$ cat src/rtl/median_window_scheduler_if.sv
// Pixel/handshake bundle between the four median filters, the frame scheduler and the pixel sink.
// master: filter/controller side that drives the scheduler; slave: the scheduler itself.
interface median_window_scheduler_if;
  logic       start_i;
  logic [1:0] ksize_i;
  logic [7:0] m_3x3_i;
  logic [7:0] m_5x5_i;
  logic [7:0] m_7x7_i;
  logic [7:0] m_9x9_i;
  logic       done_3x3_i;
  logic       done_5x5_i;
  logic       done_7x7_i;
  logic       done_9x9_i;
  logic [7:0] data_o;
  logic       valid_o;
  logic       frame_done_o;
  logic       busy_o;
  logic [1:0] ksize_o;
  logic       abort_o;

  modport master (
    output start_i, ksize_i,
    output m_3x3_i, m_5x5_i, m_7x7_i, m_9x9_i,
    output done_3x3_i, done_5x5_i, done_7x7_i, done_9x9_i,
    input  data_o, valid_o, frame_done_o, busy_o, ksize_o, abort_o
  );

  modport slave (
    input  start_i, ksize_i,
    input  m_3x3_i, m_5x5_i, m_7x7_i, m_9x9_i,
    input  done_3x3_i, done_5x5_i, done_7x7_i, done_9x9_i,
    output data_o, valid_o, frame_done_o, busy_o, ksize_o, abort_o
  );
endinterface

$ cat src/rtl/median_window_scheduler.sv
// Frame scheduler: latches one kernel size per frame, forwards ROWS*COLS pixels, pulses frame done.
// Optional watchdog abort enabled by defining MEDIAN_SCHED_TIMEOUT_EN.
module median_window_scheduler #(
  parameter int unsigned COLS    = 30,
  parameter int unsigned ROWS    = 30,
  parameter int unsigned TIMEOUT = 4096
) (
  input logic                      clk,
  input logic                      rst,
  median_window_scheduler_if.slave bus_io
);

  localparam int unsigned Total = ROWS * COLS;
  localparam int unsigned CntW  = $clog2(Total + 1);
  localparam logic [CntW-1:0] CntTotal = CntW'(Total);

  localparam logic [2:0] StIdle   = 3'd0;
  localparam logic [2:0] StWait   = 3'd1;
  localparam logic [2:0] StStream = 3'd2;
  localparam logic [2:0] StDone   = 3'd3;
`ifdef MEDIAN_SCHED_TIMEOUT_EN
  localparam logic [2:0] StAbort  = 3'd4;
  localparam int unsigned WdW = $clog2(TIMEOUT + 1);
  localparam logic [WdW-1:0] WdTimeout = WdW'(TIMEOUT);
`endif

  logic [2:0]      state_q, state_d;
  logic [CntW-1:0] cnt_q, cnt_d;
  logic [1:0]      ksize_q, ksize_d;
  logic [7:0]      data_q, data_d;
  logic            valid_q, valid_d;
  logic            sel_done;
  logic [7:0]      sel_med;
`ifdef MEDIAN_SCHED_TIMEOUT_EN
  logic [WdW-1:0]  wd_q, wd_d;
`endif

  always_comb begin
    sel_done = 1'b0;
    sel_med  = 8'd0;
    unique case (ksize_q)
      2'd0: begin sel_done = bus_io.done_3x3_i; sel_med = bus_io.m_3x3_i; end
      2'd1: begin sel_done = bus_io.done_5x5_i; sel_med = bus_io.m_5x5_i; end
      2'd2: begin sel_done = bus_io.done_7x7_i; sel_med = bus_io.m_7x7_i; end
      2'd3: begin sel_done = bus_io.done_9x9_i; sel_med = bus_io.m_9x9_i; end
    endcase
  end

  always_comb begin
    state_d = state_q;
    cnt_d   = cnt_q;
    ksize_d = ksize_q;
    data_d  = data_q;
    valid_d = 1'b0;
    case (state_q)
      // DONE also samples start so a new frame can chain without a dead cycle.
      StIdle, StDone: begin
        state_d = StIdle;
        if (bus_io.start_i) begin
          ksize_d = bus_io.ksize_i;
          cnt_d   = '0;
          state_d = StWait;
        end
      end
      StWait: begin
        if (sel_done) begin
          data_d  = sel_med;
          valid_d = 1'b1;
          cnt_d   = CntW'(1);
          state_d = StStream;
        end
      end
      StStream: begin
        // One extra cycle here keeps frame_done one cycle behind the last valid.
        if (cnt_q == CntTotal) begin
          state_d = StDone;
        end else if (sel_done) begin
          data_d  = sel_med;
          valid_d = 1'b1;
          cnt_d   = cnt_q + CntW'(1);
        end
      end
`ifdef MEDIAN_SCHED_TIMEOUT_EN
      StAbort: state_d = StIdle;
`endif
      default: state_d = StIdle;
    endcase

`ifdef MEDIAN_SCHED_TIMEOUT_EN
    wd_d = '0;
    if (state_q == StWait || (state_q == StStream && cnt_q != CntTotal)) begin
      // Counts cycles since the last selected strobe; a strobe restarts the count at 1.
      if (sel_done) begin
        wd_d = WdW'(1);
      end else begin
        wd_d = wd_q + WdW'(1);
        if (wd_d == WdTimeout) state_d = StAbort;
      end
    end
`endif
  end

  always_ff @(posedge clk) begin
    if (rst) begin
      state_q <= StIdle;
      cnt_q   <= '0;
      ksize_q <= 2'd0;
      data_q  <= 8'd0;
      valid_q <= 1'b0;
`ifdef MEDIAN_SCHED_TIMEOUT_EN
      wd_q    <= '0;
`endif
    end else begin
      state_q <= state_d;
      cnt_q   <= cnt_d;
      ksize_q <= ksize_d;
      data_q  <= data_d;
      valid_q <= valid_d;
`ifdef MEDIAN_SCHED_TIMEOUT_EN
      wd_q    <= wd_d;
`endif
    end
  end

  assign bus_io.data_o       = data_q;
  assign bus_io.valid_o      = valid_q;
  assign bus_io.frame_done_o = (state_q == StDone);
  assign bus_io.busy_o       = (state_q == StWait) || (state_q == StStream);
  assign bus_io.ksize_o      = ksize_q;

`ifdef MEDIAN_SCHED_TIMEOUT_EN
  assign bus_io.abort_o = (state_q == StAbort);
`else
  logic unused_timeout;
  assign unused_timeout = ^TIMEOUT;
  assign bus_io.abort_o = 1'b0;
`endif

endmodule

$ cat src/flat_wrapper.sv
// flat-port wrapper written by rule: the top's interface ports become plain ports
module median_window_scheduler_flat 
#(
  parameter int unsigned COLS    = 30,
  parameter int unsigned ROWS    = 30,
  parameter int unsigned TIMEOUT = 4096
)
  (clk, rst, bus_io_start_i, bus_io_ksize_i, bus_io_m_3x3_i, bus_io_m_5x5_i, bus_io_m_7x7_i, bus_io_m_9x9_i, bus_io_done_3x3_i, bus_io_done_5x5_i, bus_io_done_7x7_i, bus_io_done_9x9_i, bus_io_data_o, bus_io_valid_o, bus_io_frame_done_o, bus_io_busy_o, bus_io_ksize_o, bus_io_abort_o);
  median_window_scheduler_if bus_io_i ();
  input logic clk;
  input logic rst;
  input wire logic [$bits(bus_io_i.start_i)-1:0] bus_io_start_i;
  input wire logic [$bits(bus_io_i.ksize_i)-1:0] bus_io_ksize_i;
  input wire logic [$bits(bus_io_i.m_3x3_i)-1:0] bus_io_m_3x3_i;
  input wire logic [$bits(bus_io_i.m_5x5_i)-1:0] bus_io_m_5x5_i;
  input wire logic [$bits(bus_io_i.m_7x7_i)-1:0] bus_io_m_7x7_i;
  input wire logic [$bits(bus_io_i.m_9x9_i)-1:0] bus_io_m_9x9_i;
  input wire logic [$bits(bus_io_i.done_3x3_i)-1:0] bus_io_done_3x3_i;
  input wire logic [$bits(bus_io_i.done_5x5_i)-1:0] bus_io_done_5x5_i;
  input wire logic [$bits(bus_io_i.done_7x7_i)-1:0] bus_io_done_7x7_i;
  input wire logic [$bits(bus_io_i.done_9x9_i)-1:0] bus_io_done_9x9_i;
  output wire logic [$bits(bus_io_i.data_o)-1:0] bus_io_data_o;
  output wire logic [$bits(bus_io_i.valid_o)-1:0] bus_io_valid_o;
  output wire logic [$bits(bus_io_i.frame_done_o)-1:0] bus_io_frame_done_o;
  output wire logic [$bits(bus_io_i.busy_o)-1:0] bus_io_busy_o;
  output wire logic [$bits(bus_io_i.ksize_o)-1:0] bus_io_ksize_o;
  output wire logic [$bits(bus_io_i.abort_o)-1:0] bus_io_abort_o;
  assign bus_io_i.start_i = bus_io_start_i;
  assign bus_io_i.ksize_i = bus_io_ksize_i;
  assign bus_io_i.m_3x3_i = bus_io_m_3x3_i;
  assign bus_io_i.m_5x5_i = bus_io_m_5x5_i;
  assign bus_io_i.m_7x7_i = bus_io_m_7x7_i;
  assign bus_io_i.m_9x9_i = bus_io_m_9x9_i;
  assign bus_io_i.done_3x3_i = bus_io_done_3x3_i;
  assign bus_io_i.done_5x5_i = bus_io_done_5x5_i;
  assign bus_io_i.done_7x7_i = bus_io_done_7x7_i;
  assign bus_io_i.done_9x9_i = bus_io_done_9x9_i;
  assign bus_io_data_o = bus_io_i.data_o;
  assign bus_io_valid_o = bus_io_i.valid_o;
  assign bus_io_frame_done_o = bus_io_i.frame_done_o;
  assign bus_io_busy_o = bus_io_i.busy_o;
  assign bus_io_ksize_o = bus_io_i.ksize_o;
  assign bus_io_abort_o = bus_io_i.abort_o;
  median_window_scheduler #(.COLS(COLS), .ROWS(ROWS), .TIMEOUT(TIMEOUT)) u_core (.clk(clk), .rst(rst), .bus_io(bus_io_i));
endmodule
$ cat config.mk
export PLATFORM = sky130hd
export DESIGN_NAME = median_window_scheduler_flat
export DESIGN_NICKNAME = d
export VERILOG_FILES = /design/src/rtl/median_window_scheduler_if.sv /design/src/rtl/median_window_scheduler.sv /design/src/flat_wrapper.sv
export SDC_FILE = /design/constraint.sdc
export NUM_CORES = 1
export LEC_CHECK = 0
export BUFFER_PORTS_ARGS = -buffer_cell sky130_fd_sc_hd__buf_2
export CORE_MARGIN = 5
export CORE_UTILIZATION = 49
export CTS_CLUSTER_SIZE = 12
export DETAILED_ROUTE_END_ITERATION = 8
export PLACE_DENSITY = 0.76
export SETUP_SLACK_MARGIN = 0.2
export SKIP_LAST_GASP = 1
export SYNTH_ARGS = -nofsm -noshare
export SYNTH_HDL_FRONTEND = slang
export SYNTH_SLANG_ARGS = --single-unit
$ cat constraint.sdc
create_clock -name clk -period 2.7 [get_ports clk]
set_input_delay 0.27 -clock clk [delete_from_list [all_inputs] [get_ports clk]]
set_output_delay 0.27 -clock clk [all_outputs]
set_load 0.05 [all_outputs]
# == Yosys cells after proc, flatten, opt, wreduce, memory -nomap -nowiden ==
# Index checks and enable logic that the tools add are counted.
# word_totals
reg_bits,24
in_bits,41
out_inout_bits,14
elab_cells,45
# classes
n_addsub,1
eq_ne,12
n_mux,17
n_reduce_logical,10
# ops
operator,n
two-way mux 10 bit,4
case mux 8 bit (4 select lines),1
case mux 10 bit (3 select lines),1
two-way mux 8 bit,2
case mux 8 bit (2 select lines),1
"adder 10 x 1 -> 10 bit, second input constant",1
"== test 10 bit, second input constant",1
case mux 3 bit (3 select lines),1
"== test 3 x 2 -> 1 bit, second input constant",2
two-way mux 3 bit,2
"inequality test 2 x 1 -> 1 bit, second input constant",3
AND reduction 2 bit,3
AND reduction 5 bit,1
"== test 2 bit, second input constant",2
"inequality test 2 bit, second input constant",2
case mux 1 bit (4 select lines),1
"== test 3 x 1 -> 1 bit, second input constant",1
logical NOT 3 bit,1
two-way mux 1 bit,3
nonzero test 3 bit,1
"== test 2 x 1 -> 1 bit, second input constant",1
logical NOT 2 bit,1
case mux 1 bit (2 select lines),1
nonzero test 2 bit,1
other kinds (2),2

# == Logic depth before layout (Yosys ltp) ==
# Gate-level depths: netlist of the first run.
# depth
depth_word,5
ltp_mapped,8
mapped_depth_nobuf,6

# == Worst setup path after synthesis of the first run ==
# No wires, ideal clock.
# synth_timing
kind,reg2reg
startpoint,register u_core.ksize_q[0] (netlist: u_core.bus_io.ksize_o[0])
endpoint,register u_core.cnt_q[5]
setup_ns,0.146
arrival_time_ns,1.921
required_time_ns,2.554
path_slack_ns,0.633
stages_incl_launch_ff,6
path_buffers,1
period_less_slack_ns,2.067
cell_sequence,dfxtp_1 > mux4_1 > and2_1 > clkbuf_1 > a41oi_1 > a311oi_1
# synth_via
elab_chain_cells,4
elab_cells_between_ends,8
cone_classes,eq/ne (5); mux (1); reduce/logical (2)
# synth_lines
element,line_no,source
start: declaration,median_window_scheduler.sv:29,"logic [1:0] ksize_q, ksize_d;"
start signal: assignment,median_window_scheduler.sv:116,ksize_q <= ksize_d;
== test 2 bit (tied with other cells),median_window_scheduler.sv:41,unique case (ksize_q)
case mux 1 bit (4 select lines) (*),median_window_scheduler.sv:41,
inequality test 2 x 1 -> 1 bit (no line),-,
AND reduction 5 bit (no line) (*),-,
end signal: assignment,median_window_scheduler.sv:115,cnt_q <= cnt_d;
end: declaration,median_window_scheduler.sv:28,"logic [CntW-1:0] cnt_q, cnt_d;"
# Mark *: on every way between the ends. The rest lies on a longest branch, timed or not.
# A chain may end at the register's enable or synchronous reset.

# == Final worst setup path of the first run ==
# layout_timing
startpoint,register u_core.state_q[0]
endpoint,register u_core.cnt_q[9]
# layout_via
elab_chain_cells,4
elab_cells_between_ends,12
cone_classes,eq/ne (7); mux (1); reduce/logical (4)
# layout_lines
element,line_no,source
start: declaration,median_window_scheduler.sv:27,"logic [2:0] state_q, state_d;"
start signal: assignment,median_window_scheduler.sv:105,state_q <= StIdle;
start signal: assignment,median_window_scheduler.sv:114,state_q <= state_d;
== test 3 x 2 -> 1 bit or logical NOT 3 bit (tied branches),median_window_scheduler.sv:55,case (state_q)
OR reduction 2 bit,median_window_scheduler.sv:55,
inequality test 2 bit (no line) or nonzero test 3 bit (tied branches),-,
AND reduction 5 bit (no line),-,
# Several ways; a longest one is shown, not always the timed one.

==> flow_summary.ini, run 1 <==
[die]
io_pins = 55
die-area_sq_mm = 0.00436
die_w_microns = 66.0
rows = 20
start_util_pct = 50.8
coreArea_sq_mm = 0.00303
die_h_microns = 66.0

[yosys]
synthFlopType = dfxtp_1
syn_area_per_cell_sq_um = 9.27
yosys_warnings = 0
synth_cells = 166
syn-num-nets = 212
netlist_area_sq_mm = 0.00154
ys_types = 47
async_flop_share_pct = 0
yosysTopAreaCell = dfxtp_1
synth-seq-cells = 23
synth_top_area_share_pct = 29.9
ys_seq_area_share_pct = 29.9
synthTopCellsByArea = dfxtp_1, mux4_2, or4b_1
synth_edf_count = 0

[critical_path]
reg2reg_slack_ns = 0.55
crit_path_end_kind = flop
crit_fanout = 10
cp.required_ns = 2.94
cp_data_arrival_time_ns = 2.38
worstSetupStartpointType = flop
path_class = flop to flop

[timing]
clock_skew_ns = 0.00625
grt_setup_unrepaired = false
finalCritPeriodShare_pct = 79.5
finalCriticalPeriod_ns = 2.15
finalSetupViolCount = 0
max_freq_mhz = 466
max-slew-margin-rel_pct = 51.5
finalSetupTns_ns = 0
hold_viol = 0
maxSlewViolCount = 0
worst_pin_slew_ns = 0.727

[clocking]
clock_path_buffers = 2
post_cts_resized = 0
cts.reportedPaths.clkPinSlew_ns = 0.13
cts_buffers = 3
clk_latency_ns = 0.32
tritoncts = done
ctsHoldBuffers = 0
post-cts-setup-buffers = 0
cts_root_buffer = clkbuf_4
clock-sinks = 23
ctsHtreeMaxLevel = 1

[drt]
viasPerCell = 5.81
wl_mm = 4.11
drc = 0
num_vias = 1506
dr.pass1.iters = 4
ant_nets = 0
post_drt_wl_per_cell_microns = 15.9
drt_iter0_markers = 97

[grt]
grt_antenna_before_repair = 0
grt_util_all_layers_pct = 20.5
overflow = 0
grt_pass1_wl_mm = 6.96
grt_pass1_vias = 1480
grt_max_degree = 38

[final_layout]
syn_to_final_growth_pct = 20.7
layout_common_cells = buf_2, dfxtp_1, nand2_1, nor2b_1, o21ai_0
n_antenna_cell = 0
fin_nets = 262
layout-drive-gt1-share_pct = 34.9
final_common_cell = buf_2

[power_and_ir_drop]
peakVddDrop_uv = 537
power_density_mw_per_mm2 = 723
power.total_mw = 1.34
p_leak_nw = 0.767

[placement]
gp_congestion = 0.922
dp.final_hpwl_mm = 3.17
port_buffers = 53

[min_path]
hold_path.class = primary input to flop

[job]
maxCapViolCount = 0

[outcome]
status = finished, final reports clean
[synth_stat cells (2+ instances only)]
| library cell | instances |
|---|---|
| a211oi_1 | 3 |
| a21oi_1 | 7 |
| a221oi_1 | 2 |
| a311oi_1 | 4 |
| a31oi_1 | 4 |
| and2_1 | 2 |
| buf_4 | 3 |
| clkbuf_1 | 8 |
| dfxtp_1 | 23 |
| ha_1 | 5 |
| inv_1 | 8 |
| mux2_2 | 2 |
| mux4_2 | 8 |
| nand2_1 | 16 |
| nand2b_1 | 6 |
| nand3_1 | 3 |
| nand4_1 | 2 |
| nand4b_1 | 2 |
| nor2_1 | 2 |
| nor2b_1 | 9 |
| nor3_1 | 2 |
| nor4_1 | 2 |
| o21ai_0 | 9 |
| o22ai_1 | 3 |
| o32ai_1 | 2 |
| or3_1 | 2 |
| or4b_1 | 7 |
[cell families (layout without fill, tap and decap cells)]
logic type      Yosys count  in the layout  share of synthesized area (%)
mux                      12             12                           15.5
flops                    23             23                           29.9
buf+inv                  20             69                           5.69
simple gates             61             61                           24.3
fa+ha+maj                 5              5                           4.07
compound gates           44             44                           20.2
other cells               1              1                          0.244
[routing by layer]
metal | GRT usage, % | wire (microns) | up-vias
met1 | 26.8 | 1850 | 712
met4 | 6.09 | 59 | 0
met3 | 3.40 | 216 | 7
li1 | - | - | 733
met5 | 0 | 0 | -
met2 | 34.4 | 1980 | 54
[registers in the layout (all words and copies together), names as in the netlist]
register / cells
u_core.cnt_q: 10
u_core.bus_io.data_o: 8
u_core.state_q: 2
u_core.bus_io.valid_o: 1
u_core.bus_io.ksize_o: 2
[metrics by stage]
step / cells / cell area [sq um] / hold slack [ns] / util, % / setup slack (ns)
5_1_grt: 259 / 1860 / 0.177 / 61.4 / 0.380
6_report: 259 / 1860 / 0.179 / 61.4 / 0.554
3_5_place_dp: 255 / 1830 / 0.473 / 60.5 / 0.633
4_1_cts: 259 / 1860 / 0.187 / 61.4 / 0.578
2_1_floorplan: 166 / 1540 / 0.417 / - / 0.633
3_3_place_gp: 255 / 1830 / 0.470 / 60.5 / 0.723
[area by class of cell]
cell class | instances | area, sq um
fill | 271 | 1170
multi-input combinational | 123 | 991
sequential | 23 | 460
timing repair buffer | 57 | 295
tap | 44 | 55.1
inverter | 8 | 30.0
clock buffer | 4 | 26.3
[worst max-delay path, stage by stage, from the launching register on]
cell and delay, ns:
dfxtp_1 0.38, inv_1 0.07, ha_1 0.41, nor2b_1 0.36, and2_1 0.40, o211ai_1 0.15, a311oi_1 0.28
[worst paths after layout]
| path | start | cells past startpoint | endpoint |
|---|---|---|---|
| max reg2reg | u_core.state_q[0]$_SDFFE_PP0P_ | 6 | u_core.cnt_q[9]$_SDFFE_PP0P_ |
| min | bus_io_ksize_i[0] | 3 | u_core.bus_io.ksize_o[0]$_SDFFE_PP0P_ |
| min reg2reg | u_core.cnt_q[8]$_SDFFE_PP0P_ | 1 | u_core.cnt_q[8]$_SDFFE_PP0P_ |
| max | u_core.state_q[0]$_SDFFE_PP0P_ | 6 | u_core.cnt_q[9]$_SDFFE_PP0P_ |
[report_power, final]
part,switching [mW],leakage [nW],total [mW],internal (mW)
logic,0.485,0.566,0.749,0.264
registers,0.0341,0.187,0.425,0.391
clock network,0.111,0.0150,0.169,0.0579
No activity file was read; power rests on OpenSTA's default activity.
==> run 2: changes to the inputs <==
Settings changed: ABC_AREA set to 1, CORE_UTILIZATION 49 to 50, PLACE_DENSITY 0.76 to 0.77.
Clock period 2.7 ns to 2.06 ns, I/O delays scaled along.
==> run 2 against run 1 <==
  * Sequential share of layout area shrank 0.82 points
  * Non-clock buffer count shrank 4
  * Hold slack lost 0.022 ns
  * Fmax grew 29%
  * Routed wire length shrank 6.4%
  * Die area grew 1.3%
  * Largest cell class unchanged
  * Worst setup slack lost 0.16 ns
==> flow_summary.ini, run 2 <==
[final_layout]
syn_to_final_growth_pct = 20.6
fin_nets = 362
final_common_cell = nand2_1
n_antenna_cell = 0
layout_common_cells = nand2_1, buf_2, inv_1, nor2_1, dfxtp_1
postLayoutCellArea_sq_mm = 0.00192
multiInputGateArea_sq_um = 965
stdcell_count = 359
largest_register_ff_count = 10
post-route-util_pct = 63.0
largest_register = u_core.cnt_q
regArea_sq_um = 460
nFillCells = 340
layout-drive-gt1-share_pct = 23.5

[drt]
dr.pass1.iters = 4
wl_mm = 3.85
ant_nets = 0
drt_iter0_markers = 94
drc = 0
num_vias = 1772
post_drt_wl_per_cell_microns = 10.7
viasPerCell = 4.94

[clocking]
cts.reportedPaths.clkPinSlew_ns = 0.13
ctsHtreeMaxLevel = 1
ctsHoldBuffers = 0
cts_buffers = 3
clock-sinks = 23
tritoncts = done
clock_path_buffers = 2
cts_root_buffer = clkbuf_4
clk_latency_ns = 0.32

[placement]
gp_congestion = 0.848
pre_cts_ws_ns = 0.322
port_buffers = 53
dp.final_hpwl_mm = 3.11
post-place-cells = 355
place_area_sq_mm = 0.00188

[power_and_ir_drop]
power_density_mw_per_mm2 = 1160
clock_power_share_pct = 9.9
power_switching_mw = 1.18
p_leak_nw = 0.964
power.total_mw = 2.22
combPwrFrac_pct = 61.2
switching_share_pct = 53.2
peakVddDrop_uv = 837
internal_power_mw = 1.04
power_frac_seq_pct = 28.9

[timing]
hold_viol = 0
final.setup.worst_slack_ns = 0.398
finalCritPeriodShare_pct = 80.7
finalCriticalPeriod_ns = 1.66
grt_setup_unrepaired = false
finalSetupViolCount = 0
finalSetupTns_ns = 0
clock_skew_ns = 0.00390
max_freq_mhz = 602
maxSlewViolCount = 0
holdWs_ns = 0.158

[die]
die-area_sq_mm = 0.00442
start_util_pct = 52.2
rows = 20
io_pins = 55
die_h_microns = 66.5
die_w_microns = 66.5
coreArea_sq_mm = 0.00305

[yosys]
yosysTopAreaCell = dfxtp_1
synth-compound-area-share_pct = 8.01
synth_mux_area_share_pct = 0
synthAdderAreaFrac_pct = 3.92
syn-num-nets = 311
syn_area_per_cell_sq_um = 6.02
synth-xor-area-share_pct = 0
synth_cells = 265
synthTopCellsByArea = dfxtp_1, nand2_1, inv_1
ys_seq_area_share_pct = 28.9
synthSimpleGateAreaFrac_pct = 46.9
synth_top_family_by_area = simple AND/OR/NAND/NOR gates
synth_edf_count = 0
synth-seq-cells = 23
yosysMostFrequentCell = nand2_1
ys_types = 26
synth_top_area_share_pct = 28.9
yosys_warnings = 0
synthFlopType = dfxtp_1
async_flop_share_pct = 0
netlist_area_sq_mm = 0.00159
synth_commonest_cells = nand2_1, inv_1, nor2_1, dfxtp_1, a21oi_1

[critical_path]
cp.required_ns = 2.33
cp_data_arrival_time_ns = 1.93
crit_path_end_kind = flop
cp_slowest_cell = dfxtp_1
cpPeakStageDelay_ns = 0.36
worstSetupStartpointType = flop
path_class = flop to flop
worstPathCellList = inv_1, ha_1, inv_1, nor2_1, nand4_4, nand3_4, inv_2, nand2_1, nand2_1, nor2_1
crit_fanout = 13

[grt]
overflow = 0
grt_max_degree = 15
grt_util_all_layers_pct = 18.7
grt_antenna_before_repair = 0
grt_pass1_vias = 1605
grt_pass1_wl_mm = 6.57

[outcome]
status = finished, final reports clean

[min_path]
hold_path.class = primary input to flop

[job]
maxCapViolCount = 0
## run 2: cell count changes in the layout (fill, tap and decap cells not counted), moves of 4 or more
cell      change
a21oi_1      +10
a311oi_1      -4
a31oi_1       -4
buf_4         -4
inv_1        +27
mux4_2        -8
nand2_1      +81
nand2b_1      -6
nand3_1      +12
nand4_1       +9
nor2_1       +25
nor2_2        +4
nor2b_1       -8
or4b_1        -7
## run 2: kinds of logic (layout without fill, tap and decap cells)
group                    count (synthesis)  count (layout)
buffers and inverters                   45              95
AND/OR/NAND/NOR                        166             166
flip-flops                              23              23
other                                    1               1
adder cells (fa/ha/maj)                  5               5
AO/OA/AOI/OAI                           25              25
## run 2: metal layers
layer	share of wire [%]	track usage (%)
met5	0	0
met4	0.75	3.81
met3	5.5	4.89
met2	50	34.6
met1	43	21.3
## run 2: power groups by stage
| stage | clock [mW] | sequential, mW | combinational [mW] |
|---|---|---|---|
| after floorplan | 0 | 0.871 | 0.879 |
| after global placement | 0 | 0.652 | 1.35 |
| after detailed placement | 0 | 0.651 | 1.36 |
| after CTS | 0.228 | 0.642 | 1.37 |
| after global routing | 0.245 | 0.658 | 1.54 |
| final | 0.220 | 0.643 | 1.36 |
## run 2: final timing paths
kind	slack [ns]	from	endpoint	cells past startpoint
max reg2reg	0.40	u_core.cnt_q[0]$_SDFFE_PP0P_	u_core.bus_io.data_o[3]$_SDFFE_PP0P_	10
min reg2reg	0.51	u_core.cnt_q[9]$_SDFFE_PP0P_	u_core.cnt_q[9]$_SDFFE_PP0P_	2
max	0.40	u_core.cnt_q[0]$_SDFFE_PP0P_	u_core.bus_io.data_o[3]$_SDFFE_PP0P_	10
min	0.16	bus_io_ksize_i[1]	u_core.bus_io.ksize_o[1]$_SDFFE_PP0P_	3
## run 2: cell type report
class,count,area share [%]
repair buffers,53,13.8
inverters,38,7.62
flip-flops and latches,23,24.0
multi-input cells,197,50.2
clock buffers,3,1.17
clock inverters,1,0.391
well taps,44,2.86
## run 2: worst max-delay path: cells and delay by family (launching register included)
family | cells | cell delay [ns]
buffers and inverters | 3 | 0.23
AND/OR/NAND/NOR | 6 | 0.86
flip-flops | 1 | 0.36
adder cells (fa/ha/maj) | 1 | 0.15
## run 2: timing repair
item / in CTS / in global routing
resized for setup: 0 / 1
setup buffers: 0 / 0
setup endpoints to repair: 0 / 10
==> run 3: changes to the inputs <==
Clock period 2.06 ns to 1.7 ns, I/O delays scaled along.
==> run 3 against run 2 <==
  * Critical path depth down 3
  * Register-to-register slack lost 0.24 ns
  * Power grew 40%
  * Cell area up 11%
==> flow_summary.ini, run 3 (synthesized netlist as in run 2, its figures left out) <==
[final_layout]
layout_common_cells = nand2_1, buf_2, inv_1, nor2_1, dfxtp_1
layout-drive-gt1-share_pct = 31.9
largest_register = u_core.cnt_q
post-route-util_pct = 69.6
final_common_cell = nand2_1
n_antenna_cell = 0
fin_nets = 376
largest_register_ff_count = 10
stdcell_count = 373
syn_to_final_growth_pct = 33.3

[placement]
dp.final_hpwl_mm = 3.17
gp_congestion = 0.863
port_buffers = 53
post-place-cells = 359

[grt]
grt_max_degree = 13
grt_util_all_layers_pct = 20.8
overflow = 0
grt_pass1_vias = 1757
grt_pass1_wl_mm = 7.23
grt_antenna_before_repair = 0

[drt]
wl_mm = 4.35
ant_nets = 0
post_drt_wl_per_cell_microns = 11.7
dr.pass1.iters = 4
drt_iter0_markers = 147
viasPerCell = 4.86
drc = 0
num_vias = 1812

[clocking]
ctsHtreeMaxLevel = 1
ctsHoldBuffers = 0
clock-sinks = 23
cts.reportedPaths.clkPinSlew_ns = 0.12
cts_root_buffer = clkbuf_4
cts_buffers = 3
clk_latency_ns = 0.31
tritoncts = done
clock_path_buffers = 2

[critical_path]
reg2reg_depth = 7
cpPeakStageDelay_ns = 0.38
cp_slowest_cell = dfxtp_2
worstSetupStartpointType = flop
cp_data_arrival_time_ns = 1.80
path_class = flop to flop
worstPathCellList = inv_2, ha_4, clkinvlp_4, or2_4, nand3_4, nand2_1, a21oi_2
crit_fanout = 7
cp.required_ns = 1.95
reg2reg_slack_ns = 0.16
crit_path_end_kind = flop

[die]
coreArea_sq_mm = 0.00305
rows = 20
die_h_microns = 66.5
io_pins = 55
start_util_pct = 52.2
die-area_sq_mm = 0.00442
die_w_microns = 66.5

[timing]
hold_viol = 0
grt_setup_unrepaired = true
finalSetupTns_ns = 0
finalCriticalPeriod_ns = 1.54
max_freq_mhz = 649
clock_skew_ns = 0.00709
finalSetupViolCount = 0
maxSlewViolCount = 0
finalCritPeriodShare_pct = 90.6

[power_and_ir_drop]
power_density_mw_per_mm2 = 1460
p_leak_nw = 1.04
peakVddDrop_uv = 1130

[job]
maxCapViolCount = 0

[outcome]
status = finished, final reports clean

[min_path]
hold_path.class = primary input to flop
hold_depth = 3
## run 3: cell types whose count changed in the layout (fill, tap and decap cells not counted), moves of 3 or more
cell and change:
buf_4 +12, dfxtp_1 -7, dfxtp_2 +4, dfxtp_4 +3
inv_1 -4, nor2_4 +3
## run 3: layout make-up
class	instances	area [sq um]
clock buffers	4	26.3
fillers	288	928
inverters	38	151
multi-input cells	198	1030
flip-flops and latches	23	477
well taps	44	55.1
repair buffers	66	382
## run 3: what timing repair did
action / 4_1_cts / 5_1_grt
gates resized for setup: 11 / 18
endpoints found under the hold margin: 0 / 0
buffers inserted: 5 / 4
gates cloned: 1 / 0
setup endpoints to repair: 19 / 20
pin swaps: 6 / 6
## run 3: report_power, final
group          total (mW)  internal (mW)  switching, mW
registers           0.812          0.686          0.126
logic                2.04          0.760           1.28
clock network       0.253         0.0918          0.161
total                3.11           1.54           1.57
## run 3: layer usage
layer  vias up  global-route usage, %  wire length [microns]
met5         -                      0                      0
met4         0                   3.81                     21
met3         4                   5.06                    232
met2        48                   38.5                   2270
met1       803                   24.0                   1820
li1        957                      -                      -
## run 3: worst paths after layout
| path | from | end |
|---|---|---|
| max | u_core.state_q[0]$_SDFFE_PP0P_ | u_core.cnt_q[8]$_SDFFE_PP0P_ |
| min reg2reg | u_core.cnt_q[1]$_SDFFE_PP0P_ | u_core.cnt_q[1]$_SDFFE_PP0P_ |
| max reg2reg | u_core.state_q[0]$_SDFFE_PP0P_ | u_core.cnt_q[8]$_SDFFE_PP0P_ |
| min | bus_io_ksize_i[0] | u_core.bus_io.ksize_o[0]$_SDFFE_PP0P_ |
## run 3: through the flow
step	setup slack (ns)	power (mW)	hold WS [ns]	cell area (sq um)
3_3_place_gp	0.142	2.45	0.459	1920
3_5_place_dp	0.111	2.47	0.462	1920
4_1_cts	0.180	2.93	0.121	2050
5_1_grt	0.101	3.38	0.124	2120
6_report	0.159	3.11	0.128	2120
2_1_floorplan	0.00775	2.15	0.239	1630
## run 3: worst max-delay path, delay by kind of cell (launching register included)
family,cells,cell delay [ns]
AO/OA/AOI/OAI,1,0.12
buffers and inverters,2,0.20
AND/OR/NAND/NOR,3,0.52
adder cells (fa/ha/maj),1,0.28
flip-flops,1,0.38
